--- src/rtl/fft_stage_sched.sv ---
// fft_stage_sched
//   Address and strobe sequencer for an in-place radix-2 DIT FFT whose input
//   samples are already stored in bit-reversed order. One butterfly is issued
//   per cycle. Each stage issues N/2 reads, then idles for D = RAM_LATENCY +
//   BF_LATENCY cycles so that the last write of the stage lands before the
//   first read of the next stage.
//
// Ports
//   aclk      clock, rising edge
//   areset    synchronous reset, active-high
//   start     one-cycle run request, honoured only when idle
//   busy      high from the cycle after an accepted start through the done cycle
//   done      one-cycle pulse after the final write of the last stage
//   stage     current stage index
//   rd_en     read strobe for the sample RAM and twiddle ROM
//   rd_addr0  upper butterfly input address
//   rd_addr1  lower butterfly input address
//   tw_addr   twiddle ROM address (exponent of W_N)
//   bf_valid  butterfly inputs valid this cycle (rd_en delayed RAM_LATENCY)
//   wr_en     write strobe (rd_en delayed D)
//   wr_addr0  write-back address for the upper butterfly output
//   wr_addr1  write-back address for the lower butterfly output
module fft_stage_sched #(
    parameter int LOG2N       = 6,
    parameter int BF_LATENCY  = 4,
    parameter int RAM_LATENCY = 1
) (
    input  logic             aclk,
    input  logic             areset,
    input  logic             start,
    output logic             busy,
    output logic             done,
    output logic [3:0]       stage,
    output logic             rd_en,
    output logic [LOG2N-1:0] rd_addr0,
    output logic [LOG2N-1:0] rd_addr1,
    output logic [LOG2N-2:0] tw_addr,
    output logic             bf_valid,
    output logic             wr_en,
    output logic [LOG2N-1:0] wr_addr0,
    output logic [LOG2N-1:0] wr_addr1
);

    localparam int D  = RAM_LATENCY + BF_LATENCY;
    localparam int KW = LOG2N - 1;
    localparam int CW = $clog2(D + 1);

    localparam logic [KW-1:0]    K_LAST = '1;
    localparam logic [CW-1:0]    C_LAST = CW'(D - 1);
    localparam logic [3:0]       S_LAST = 4'(LOG2N - 1);
    localparam logic [3:0]       TW_SH  = 4'(KW);
    localparam logic [LOG2N-1:0] ONE_A  = LOG2N'(1);
    localparam logic [KW-1:0]    ONE_K  = KW'(1);

    typedef enum logic [1:0] {
        IDLE,
        RUN,
        DRAIN,
        DONE
    } state_t;

    state_t        state, state_n;
    logic [KW-1:0] k, k_n;
    logic [3:0]    s, s_n;
    logic [CW-1:0] cnt, cnt_n;

    // Upper input address: butterfly index k with a zero inserted at bit s.
    function automatic logic [LOG2N-1:0] lo_addr(input logic [KW-1:0] kk,
                                                 input logic [3:0]    ss);
        logic [LOG2N-1:0] kx;
        logic [LOG2N-1:0] mask;
        kx   = {1'b0, kk};
        mask = (ONE_A << ss) - ONE_A;
        return ((kx >> ss) << (ss + 4'd1)) | (kx & mask);
    endfunction

    // Twiddle exponent: position inside the group, scaled to the N-point ROM.
    function automatic logic [KW-1:0] tw_calc(input logic [KW-1:0] kk,
                                              input logic [3:0]    ss);
        logic [KW-1:0] mask;
        mask = (ONE_K << ss) - ONE_K;
        return (kk & mask) << (TW_SH - ss);
    endfunction

    always_comb begin
        state_n = state;
        k_n     = k;
        s_n     = s;
        cnt_n   = cnt;
        case (state)
            IDLE: begin
                k_n = '0;
                s_n = '0;
                if (start) state_n = RUN;
            end
            RUN: begin
                if (k == K_LAST) begin
                    state_n = DRAIN;
                    cnt_n   = '0;
                end else begin
                    k_n = k + 1'b1;
                end
            end
            DRAIN: begin
                if (cnt == C_LAST) begin
                    k_n = '0;
                    if (s == S_LAST) begin
                        state_n = DONE;
                    end else begin
                        state_n = RUN;
                        s_n     = s + 1'b1;
                    end
                end else begin
                    cnt_n = cnt + 1'b1;
                end
            end
            DONE: begin
                state_n = IDLE;
                s_n     = '0;
            end
            default: state_n = IDLE;
        endcase
    end

    logic [LOG2N-1:0] a0_n;
    assign a0_n = lo_addr(k_n, s_n);

    // Outputs are registered from next-state values so they line up with
    // the FSM state of the same cycle.
    always_ff @(posedge aclk) begin
        if (areset) begin
            state    <= IDLE;
            k        <= '0;
            s        <= '0;
            cnt      <= '0;
            busy     <= 1'b0;
            done     <= 1'b0;
            stage    <= '0;
            rd_en    <= 1'b0;
            rd_addr0 <= '0;
            rd_addr1 <= '0;
            tw_addr  <= '0;
        end else begin
            state <= state_n;
            k     <= k_n;
            s     <= s_n;
            cnt   <= cnt_n;
            busy  <= (state_n != IDLE);
            done  <= (state_n == DONE);
            stage <= s_n;
            rd_en <= (state_n == RUN);
            if (state_n == RUN) begin
                rd_addr0 <= a0_n;
                rd_addr1 <= a0_n + (ONE_A << s_n);
                tw_addr  <= tw_calc(k_n, s_n);
            end
        end
    end

    // Issue-to-writeback delay line; cleared on reset so an aborted run
    // leaves no pending writes behind.
    logic             vld_pipe [D];
    logic [LOG2N-1:0] a0_pipe  [D];
    logic [LOG2N-1:0] a1_pipe  [D];

    always_ff @(posedge aclk) begin
        if (areset) begin
            for (int i = 0; i < D; i++) begin
                vld_pipe[i] <= 1'b0;
                a0_pipe[i]  <= '0;
                a1_pipe[i]  <= '0;
            end
        end else begin
            vld_pipe[0] <= rd_en;
            a0_pipe[0]  <= rd_addr0;
            a1_pipe[0]  <= rd_addr1;
            for (int i = 1; i < D; i++) begin
                vld_pipe[i] <= vld_pipe[i-1];
                a0_pipe[i]  <= a0_pipe[i-1];
                a1_pipe[i]  <= a1_pipe[i-1];
            end
        end
    end

    assign bf_valid = vld_pipe[RAM_LATENCY-1];
    assign wr_en    = vld_pipe[D-1];
    assign wr_addr0 = a0_pipe[D-1];
    assign wr_addr1 = a1_pipe[D-1];

endmodule

--- config.mk ---
export PLATFORM = sky130hd
export DESIGN_NAME = fft_stage_sched
export DESIGN_NICKNAME = d
export VERILOG_FILES = /design/src/rtl/fft_stage_sched.sv
export SDC_FILE = /design/constraint.sdc
export NUM_CORES = 1
export LEC_CHECK = 0
export ABC_AREA = 1
export BUFFER_PORTS_ARGS = -buffer_cell sky130_fd_sc_hd__buf_2
export CORE_AREA = 2 2 91 93
export CTS_CLUSTER_SIZE = 24
export DETAILED_ROUTE_END_ITERATION = 6
export DIE_AREA = 0 0 93 95
export PLACE_DENSITY = 0.76
export REMOVE_ABC_BUFFERS = 1
export SLEW_MARGIN = 30
export SYNTH_ARGS = -nofsm -noshare
export SYNTH_HDL_FRONTEND = slang
export SYNTH_SLANG_ARGS = --single-unit
--- constraint.sdc ---
create_clock -name aclk -period 8.5 [get_ports aclk]
set_clock_uncertainty 0.2 [all_clocks]
set_input_delay 0.85 -clock aclk [delete_from_list [all_inputs] [get_ports aclk]]
set_output_delay 0.85 -clock aclk [all_outputs]
set_load 0.05 [all_outputs]
==> flow_metrics.tcl, run 1 <==
set metrics [dict create \
    async_flop_share 0 \
    synth.area.top_cells "dfxtp_1 46%, inv_1 9.1%, nor2_1 8.5%" \
    coreArea_um2 7928 \
    p_sw_frac 0.2441 \
    static-leakage-power_nw 2.250 \
    start_util 0.5467 \
    ant_nets 0 \
    post-cts-setup-buffers 0 \
    areaGrowthSynthToFinish_pct 9.440 \
    n_fill_cell 744 \
    peakVddDrop_uv 69.52 \
    synth_top_area_frac 0.4573 \
    crit_fanout 14 \
    clock_power_share 0.384 \
    gp_congestion 0.9660 \
    yosys-top-cells-count "105 x inv_1, 99 x dfxtp_1, 98 x nor2_1" \
    cts_tree "built" \
    cts_resized 0 \
    overflow 0 \
    antennaDiodeCount 0 \
    clock_tree.root_cell "clkbuf_8" \
    die_h_um 95 \
    dr.max_layer_used "met4" \
    met1Wirelength_mm 3.877 \
    power_density_nw_per_um2 183.9 \
    via_count 3406 \
    dieWidth_um 93 \
    synth.largest_area_cell "dfxtp_1" \
    io_pins 41 \
    setup_ws_ps 4457 \
    synth_ff_type "dfxtp_1" \
    dieArea_um2 8835 \
    sequentialPowerShare 0.551 \
    worstPathRequired_ps 8550 \
    startpoint_type "flop" \
    finalSetupTns_ps 0 \
    fmax_ghz 0.2473 \
    rsz0062_at_grt "no" \
    antenna_found_initial 0 \
    min_period_ps 4043 \
    avgSynthCellArea_um2 7.499 \
    min_path_type "flop to flop" \
    htreeDepth 3 \
    final-setup-viol-count 0 \
    vias_per_cell 4.777 \
    ys_seq_area_frac 0.4573 \
    p_sw_w 0.0002129 \
    multi_input_area_um2 1762 \
    tightestPinTransition_ps 872.3 \
    synth_seq_cells 99 \
    drv_cap 0 \
    grt.total_usage 0.1999 \
    seq_area_um2 1982 \
    wl_met2_mm 3.951 \
    ctsHoldBuffers 0 \
    synthMostInstantiatedCell "inv_1" \
    yosys_warnings 0 \
    first_global_vias 2994 \
    arrival_ps 4100 \
    drc_errors 0 \
    slew_viol_final 0 \
    finalNetCount 623 \
    wl_met3_um 341 \
    rows 33 \
    combPwrFrac 0.065 \
    grt_pass1_wl_mm 13.83 \
    finalCritPeriodShare 0.4757 \
    synth-edff-count 0 \
    firstDrtPassIters 4 \
    numCtsBuffers 9 \
    ys_types 39 \
    dp_slack_ps 4546 \
    cts.sinks 99 \
    hold_violations 0 \
    drive_gt1_frac 0.1530 \
    status "completed" \
    hpwlAfterDp_mm 5.976 \
    grt_max_degree 91 \
    drt-initial-drc-count 135 \
    max_slew_margin 0.4184 \
    clkLatencyLatePin_ps 350 \
    syn_area_um2 4334 \
    syn_inst 578 \
    clk_pin_slew_ps 100 \
    wl_mm 8.237 \
    reg2reg_slack_ps 4460 \
    crit_path_end_kind "flop" \
    p_int_w 0.0006594 \
    critPathKind "flop to flop" \
    cts_buffer_depth 2 \
    wl_per_cell_um 11.55 \
    portBuffers 40 \
]
-- path summary, 6_finish.rpt --
kind / start / endpoint / depth (start not counted)
worst max register to register: s[0]$_SDFF_PP0_ / rd_addr1[5]$_SDFFE_PP0P_ / 25
worst max-delay path: s[0]$_SDFF_PP0_ / rd_addr1[5]$_SDFFE_PP0P_ / 25
worst min-delay path: a1_pipe[0][16]$_SDFF_PP0_ / a1_pipe[0][22]$_SDFF_PP0_ / 2
worst min register to register: a1_pipe[0][16]$_SDFF_PP0_ / a1_pipe[0][22]$_SDFF_PP0_ / 2
-- area by class of cell --
cell class | count | share of cell area
flip-flops and latches | 99 | 0.4178
clock inverters | 7 | 0.02242
multi-input cells | 338 | 0.3714
well taps | 105 | 0.02770
clock buffers | 9 | 0.02611
inverters | 114 | 0.09074
repair buffers | 41 | 0.04379
-- metal layers --
layer	global-route usage	vias up
li1	-	1796
met1	0.2450	1532
met2	0.3430	74
met3	0.04709	4
met4	0.07475	0
met5	0	-
-- layout by cell type, fill, tap and decap left out, types with 2 or more instances in the layout --
cell         n
a211oi_1     3
a21o_1       2
a21oi_1     22
a21oi_2      2
buf_2       40
bufinv_16    2
clkbuf_8     9
clkinv_4     2
dfxtp_1     99
ha_1        16
inv_1      105
inv_2        8
inv_6        2
nand2_1     93
nand2_2      6
nand2_4      2
nand3_1     46
nand3_2      5
nand4_1      3
nor2_1      98
nor2_2       3
nor2_4       5
o21ai_0      4
o21ai_1      4
o21ai_2      3
o21bai_1     2
o22a_1       2
o22ai_1      3
xnor2_1      3
xor2_1       2
-- critical path, cell delays in order (launching register included) --
cell and delay (ps):
dfxtp_1 470, ha_1 230, nand3_1 140, nand2_2 120, nand2_1 50, nand3_1 80
nand2_2 190, inv_2 230, ha_1 220, nand2_1 80, ha_1 240, inv_1 60
nand2_1 50, nand3_1 150, o21ai_2 90, ha_1 340, a21oi_1 160, nand2_1 90
a21oi_1 130, o21bai_1 90, xor2_1 200, inv_1 60, nand3_1 80, nand3_1 80
nand2_1 70, inv_1 30
-- state kept, by name, summed over array words and instances, names as in the netlist --
name      cells
rd_addr0      6
cnt           3
rd_en         1
state         2
a1_pipe      30
done          1
a0_pipe      30
busy          1
tw_addr       5
vld_pipe      5
s             4
k             5
rd_addr1      6
-- stage by stage --
stage	util	total power (W)	std cells	cell area, µm²	hold WS, ps
global placement	0.5693	0.0005476	697	4513	188.3
detailed placement	0.5693	0.0005487	697	4513	192.0
CTS	0.5983	0.0008842	713	4743	200.5
finish	0.5983	0.0008723	713	4743	197.8
global route	0.5983	0.0009113	713	4743	205.7
floorplan	-	0.0005298	551	4174	188.3
-- cells by family (layout without fill, tap and decap cells) --
logic type | count (synthesis) | count (layout) | synth area share
fa+ha+maj | 17 | 17 | 0.05081
simple gates | 264 | 264 | 0.2699
xor+xnor | 6 | 6 | 0.01386
buf+inv | 141 | 171 | 0.1363
flops | 99 | 99 | 0.4573
compound gates | 51 | 51 | 0.07189
-- power by group through the flow --
stage	Sequential [W]	Clock [W]	Combinational [W]
5_1_grt	0.000482	0.000366	0.0000628
3_5_place_dp	0.000492	0	0.0000571
6_report	0.000481	0.000335	0.0000567
3_3_place_gp	0.000491	0	0.0000566
2_1_floorplan	0.000509	0	0.0000210
4_1_cts	0.000481	0.000346	0.0000573
Note: power is estimated with default switching activity, not from simulation.
==> run 2, diff against run 1 <==
- ABC_AREA: 1 -> 0
- CORE_AREA: 2 2 91 93 -> 2 2 90 92
- DIE_AREA: 0 0 93 95 -> 0 0 92 94
- clock period: 8.5 -> 3.95 ns (I/O delays scaled with it)
==> run 2 against run 1 <==
- first-iteration DRC count rose by 55%
- synthesized area shrank 2.4%
- the run now ends with negative setup slack left
- largest power group unchanged
- cell count shrank 3.5%
- largest cell class is now multi-input combinational cells
- flip-flop and latch count unchanged
- sequential power increased by 110%
- final area is 20% higher
- hold slack worse by 120 ps
- clock-buffer cell count is the same
==> flow_metrics.tcl, run 2 <==
set metrics [dict create \
    synth-edff-count 0 \
    synth_top_area_frac 0.4685 \
    numCtsBuffers 9 \
    final_cells 688 \
    synth.area.top_cells "dfxtp_1 47%, nor2b_1 10%, ha_1 4.7%" \
    min_from "areset" \
    synthMostInstantiatedCell "dfxtp_1" \
    grt.met2_usage 0.4087 \
    final-setup-viol-count 1 \
    holdPathEnd "done$_SDFF_PP0_" \
    arrival_ps 4300 \
    vias_per_cell 5.301 \
    wl_mm 10.44 \
    final_util 0.7456 \
    fmax_ghz 0.2346 \
    clk_pin_slew_ps 100 \
    grtUsageMet1 0.3158 \
    synth_seq_cells 99 \
    drc_errors 0 \
    final_area_um2 5672 \
    synth.largest_area_cell "dfxtp_1" \
    power_density_nw_per_um2 314.7 \
    antennaDiodeCount 0 \
    timing.rr.start "s[1]$_SDFF_PP0_" \
    place_inst 638 \
    worstPathRequired_ps 3990 \
    timing.rr.end "rd_addr1[5]$_SDFFE_PP0P_" \
    syn_inst 454 \
    reg_top3 "a0_pipe x30, a1_pipe x30" \
    slew_viol_final 0 \
    seq_area_um2 1989 \
    synth_ff_type "dfxtp_1" \
    drt-initial-drc-count 209 \
    grt_util_met3 0.04976 \
    hpwlAfterDp_mm 6.920 \
    hold_violations 0 \
    portBuffers 40 \
    n_fill_cell 543 \
    reg2reg_slack_ps -310 \
    antenna_found_initial 0 \
    io_pins 41 \
    grt_pass1_wl_mm 16.64 \
    startpoint_type "flop" \
    startpoint "s[1]$_SDFF_PP0_" \
    hold_depth 3 \
    yosys_warnings 0 \
    min_period_ps 4262 \
    start_util 0.5561 \
    ant_nets 0 \
    first_global_vias 3480 \
    grt_max_degree 86 \
    syn_area_um2 4230 \
    coreArea_um2 7607 \
    max_slew_margin 0.4513 \
    drive_gt1_frac 0.3959 \
    ys_types 65 \
    cts_buffer_depth 2 \
    status "complete, but fails checks" \
    multi_input_area_um2 2208 \
    cts_tree "built" \
    crit_path_end_kind "flop" \
    crit_fanout 4 \
    avgSynthCellArea_um2 9.318 \
    setup_ws_ps -312.3 \
    via_count 3647 \
    critPathKind "flop to flop" \
    ys_seq_area_frac 0.4685 \
    async_flop_share 0 \
    p_total_w 0.001785 \
    firstDrtPassIters 6 \
    rsz0062_at_grt "yes" \
    grt.total_usage 0.2455 \
    peakVddDrop_uv 199.4 \
    reg2regPathDepth 20 \
    rows 32 \
    tightestPinTransition_ps 823.0 \
    busiest_layer "met2" \
    yosys-top-cells-count "99 x dfxtp_1, 69 x nor2b_1, 38 x nor2_1" \
    violations "negative setup slack" \
    drv_cap 0 \
    finalNetCount 601 \
    finalCritPeriodShare 1.079 \
    min_path_type "input pin to flop" \
    static-leakage-power_nw 2.454 \
    wl_per_cell_um 15.18 \
    dieArea_um2 8648 \
    dp_slack_ps -645.4 \
    clock_tree.root_cell "clkbuf_8" \
    dieWidth_um 92 \
    htreeDepth 3 \
    overflow 0 \
    final_cell_mix "100 x buf_4, 95 x dfxtp_1, 69 x nor2b_1" \
    gp_congestion 0.9475 \
    areaGrowthSynthToFinish_pct 34.07 \
    placed_area_um2 4913 \
    clkLatencyLatePin_ps 370 \
    cts.sinks 99 \
    die_h_um 94 \
    mostFrequentLayoutCell "buf_4" \
]
[run 2: cell types whose count changed in the layout (fill, tap and decap cells not counted), moves of 35 or more]
cell / delta
nor2_1: -63
nand3_1: -35
nand2_1: -69
inv_1: -93
buf_4: +99
nor2b_1: +69
[run 2: repair_timing]
item,4_1_cts,5_1_grt
pin swaps,21,6
hold endpoints to repair,0,0
endpoints found under the setup margin,2,13
buffers inserted,29,9
hold buffers,0,0
gates resized for setup,34,37
[run 2: kinds of logic (layout without fill, tap and decap cells)]
logic type | after synthesis | in the layout | share of synthesized area
and+or+nand+nor | 185 | 185 | 0.2393
DFF | 99 | 99 | 0.4685
AOI/OAI and AO/OA | 87 | 87 | 0.1443
buffers and inverters | 54 | 186 | 0.06980
adders and majority gates | 17 | 17 | 0.05206
xor gates and xnor gates | 8 | 8 | 0.01656
muxes | 4 | 4 | 0.009465
[run 2: stage by stage]
| stage | setup TNS, ps | hold WS [ps] |
|---|---|---|
| after global routing | -687.1 | 87.48 |
| after floorplan | -1826 | 213.8 |
| after detailed placement | -754.0 | 220.4 |
| final | -312.3 | 81.46 |
| after CTS | -547.1 | 81.58 |
| after global placement | -527.7 | 214.7 |
[run 2: critical path: stages (launching register included)]
cell and delay, ps:
dfxtp_2 340, inv_2 40, ha_4 140, and3b_2 220
or4_4 500, nand3_4 140, ha_4 140, nand2_1 60
ha_2 190, or4_1 470, a21o_1 200, nand2_2 90
ha_4 200, a21oi_2 150, o21bai_1 100, a21oi_2 140
xor2_1 150, buf_4 150, nor4bb_1 280, o31a_1 170
a311oi_1 40
[run 2: worst max path at each step]
stage / endpoint / slack (ps)
after CTS: rd_addr1[5]$_SDFFE_PP0P_ / -310
after global routing: rd_addr1[5]$_SDFFE_PP0P_ / -530
after global placement: rd_addr1[5]$_SDFFE_PP0P_ / -440
after detailed placement: rd_addr1[5]$_SDFFE_PP0P_ / -650
final: rd_addr1[5]$_SDFFE_PP0P_ / -310
after floorplan: rd_addr1[5]$_SDFFE_PP0P_ / -1110
[run 2: metal layers]
layer / wire (µm) / part of all wire / vias to the layer above
li1: - / - / 1802
met1: 4697 / 0.45 / 1712
met2: 4960 / 0.48 / 108
met3: 530 / 0.051 / 25
met4: 254 / 0.024 / 0
met5: 0 / 0 / -
[run 2: cell type report]
type,count,share of cell area
timing repair buffer,150,0.1897
multi-input combinational,301,0.3894
inverter,20,0.01456
clock buffer,9,0.02184
tap,102,0.02250
clock inverter,7,0.01125
sequential,99,0.3508
[run 2: power by group]
part           switching (W)  internal [W]  total (W)
clock network       0.000369      0.000239   0.000608
logic              0.0000960     0.0000496   0.000146
registers         0.00000866       0.00102    0.00103
total               0.000474       0.00131    0.00178
==> run 3, diff against run 2 <==
- CORE_AREA: 2 2 90 92 -> 2 2 125 66
- DIE_AREA: 0 0 92 94 -> 0 0 127 68
- PLACE_DENSITY: 0.76 -> 0.78
==> run 3 against run 2 <==
- hold slack better by 150 ps
- via count increased by 0.14%
- combinational power down 3%
- setup slack got worse by 120 ps
- flip-flop and latch count stayed put
- cell count is 2.8% lower
- register-to-register slack lost 120 ps
- non-clock buffer count is 17 lower
- the run still ends with negative setup slack left
==> flow_metrics.tcl, run 3 (synthesis results as in run 2) <==
set metrics [dict create \
    drv_cap 0 \
    final_cell_mix "97 x dfxtp_1, 91 x buf_4, 68 x nor2b_1" \
    antenna_found_initial 0 \
    crit_slowest_cell "or4_1" \
    vias_per_cell 5.459 \
    drt-initial-drc-count 301 \
    die_h_um 68 \
    io_pins 41 \
    met1Wirelength_mm 5.088 \
    coreArea_um2 7655 \
    final_util 0.7256 \
    wl_mm 10.76 \
    clock_tree.root_cell "clkbuf_16" \
    status "complete, but fails checks" \
    areaGrowthSynthToFinish_pct 31.29 \
    finalNetCount 584 \
    slew_viol_final 0 \
    htreeDepth 3 \
    mostFrequentLayoutCell "dfxtp_1" \
    wl_met3_um 979 \
    worst-path-buf-inv 3 \
    cts.sinks 99 \
    rows 23 \
    finalSetupTns_ps -436.5 \
    startpoint_type "flop" \
    drc_errors 0 \
    grt_pass1_wl_mm 17.12 \
    portBuffers 40 \
    via_count 3652 \
    crit_path_end_kind "flop" \
    antennaDiodeCount 0 \
    finalCritPeriodShare 1.111 \
    dieArea_um2 8636 \
    wl_met2_mm 4.588 \
    power_density_nw_per_um2 377.5 \
    crit_fanout 5 \
    arrival_ps 4430 \
    firstDrtPassIters 5 \
    start_util 0.5526 \
    clkLatencyLatePin_ps 340 \
    rsz0062_at_grt "yes" \
    wl_per_cell_um 16.09 \
    crit_chain "inv_2, ha_4, and3b_2, o211ai_1, o311a_4, buf_4, ha_4, nand2_2, ha_2, or4_1, a21o_1, nand2_2, ha_4, a21oi_4, o21bai_1, a21oi_1, xor2_1, buf_4, a211oi_1, o31a_1, a311oi_2" \
    cp_slowest_stage_delay_ps 530 \
    final-setup-viol-count 1 \
    setup_ws_ps -436.5 \
    min_period_ps 4387 \
    whs_ps 233.7 \
    critPathKind "flop to flop" \
    final_cells 669 \
    peakVddDrop_uv 217.3 \
    grt.total_usage 0.2604 \
    n_fill_cell 573 \
    fmax_ghz 0.2280 \
    ant_nets 0 \
    cts_buffer_depth 2 \
    violations "negative setup slack" \
    static-leakage-power_nw 2.440 \
    max_slew_margin 0.4896 \
    grt_max_degree 57 \
    cts_tree "built" \
    drive_gt1_frac 0.3550 \
    place_inst 641 \
    tightestPinTransition_ps 762.1 \
    numCtsBuffers 9 \
    gp_congestion 0.9227 \
    multi_input_area_um2 2135 \
    first_global_vias 3325 \
    crit_top_cell "ha_4" \
    dr.max_layer_used "met4" \
    hold_violations 0 \
    overflow 0 \
    worstPathRequired_ps 4000 \
    clk_pin_slew_ps 80 \
    critical_path.top_delay_family "compound AO/OA/AOI/OAI gates" \
    hpwlAfterDp_mm 7.509 \
    min_path_type "flop to flop" \
    seq_area_um2 1984 \
    dieWidth_um 127 \
    dp_slack_ps -593.3 \
    reg_top3 "a0_pipe x30, a1_pipe x30" \
]
[run 3: path summary, 6_finish.rpt]
path / to / slack [ps] / startpoint / cells after the start
worst max-delay path: rd_addr1[5]$_SDFFE_PP0P_ / -440 / s[1]$_SDFF_PP0_ / 21
worst min-delay path: a1_pipe[0][22]$_SDFF_PP0_ / 230 / a1_pipe[0][16]$_SDFF_PP0_ / 1
worst max register to register: rd_addr1[5]$_SDFFE_PP0P_ / -440 / s[1]$_SDFF_PP0_ / 21
worst min register to register: a1_pipe[0][22]$_SDFF_PP0_ / 230 / a1_pipe[0][16]$_SDFF_PP0_ / 1
[run 3: where the power goes]
| group | leakage, nW | internal (W) | switching, W |
|---|---|---|---|
| registers | 0.805 | 0.00102 | 0.00000884 |
| logic | 1.48 | 0.0000441 | 0.0000967 |
| clock network | 0.154 | 0.000511 | 0.000413 |
| total | 2.44 | 0.00158 | 0.000519 |
[run 3: per-layer routing]
layer | up-vias | track usage
li1 | 1777 | -
met4 | 0 | 0.06319
met3 | 9 | 0.08522
met1 | 1701 | 0.3600
met5 | - | 0
met2 | 165 | 0.3985
[run 3: worst reg2reg max path, stage by stage (launching register included)]
cell      delay, ps
dfxtp_2         350
inv_2            50
ha_4            160
and3b_2         220
o211ai_1        260
o311a_4         290
buf_4           130
ha_4            120
nand2_2          50
ha_2            170
or4_1           530
a21o_1          200
nand2_2          80
ha_4            210
a21oi_4         160
o21bai_1         90
a21oi_1         150
xor2_1          170
buf_4           150
a211oi_1         50
o31a_1          300
a311oi_2        210
[run 3: metrics by stage]
stage	area, µm²	total power [W]
after floorplan	4015	0.001139
after global placement	4949	0.001187
after detailed placement	4949	0.001191
after CTS	5499	0.002107
after global routing	5554	0.002171
final	5554	0.002097
[run 3: layout make-up]
type | instances | area share
multi-input combinational | 301 | 0.3843
sequential | 99 | 0.3573
timing repair buffer | 133 | 0.1631
clock buffer | 9 | 0.04055
tap | 100 | 0.02253
clock inverter | 7 | 0.01735
inverter | 20 | 0.01487
[run 3: timing repair]
action / CTS / global route
setup buffers: 10 / 2
setup endpoints to repair: 2 / 2
hold buffers: 0 / 0
gates resized for setup: 35 / 13
gates cloned: 0 / 0
pin swaps: 19 / 10
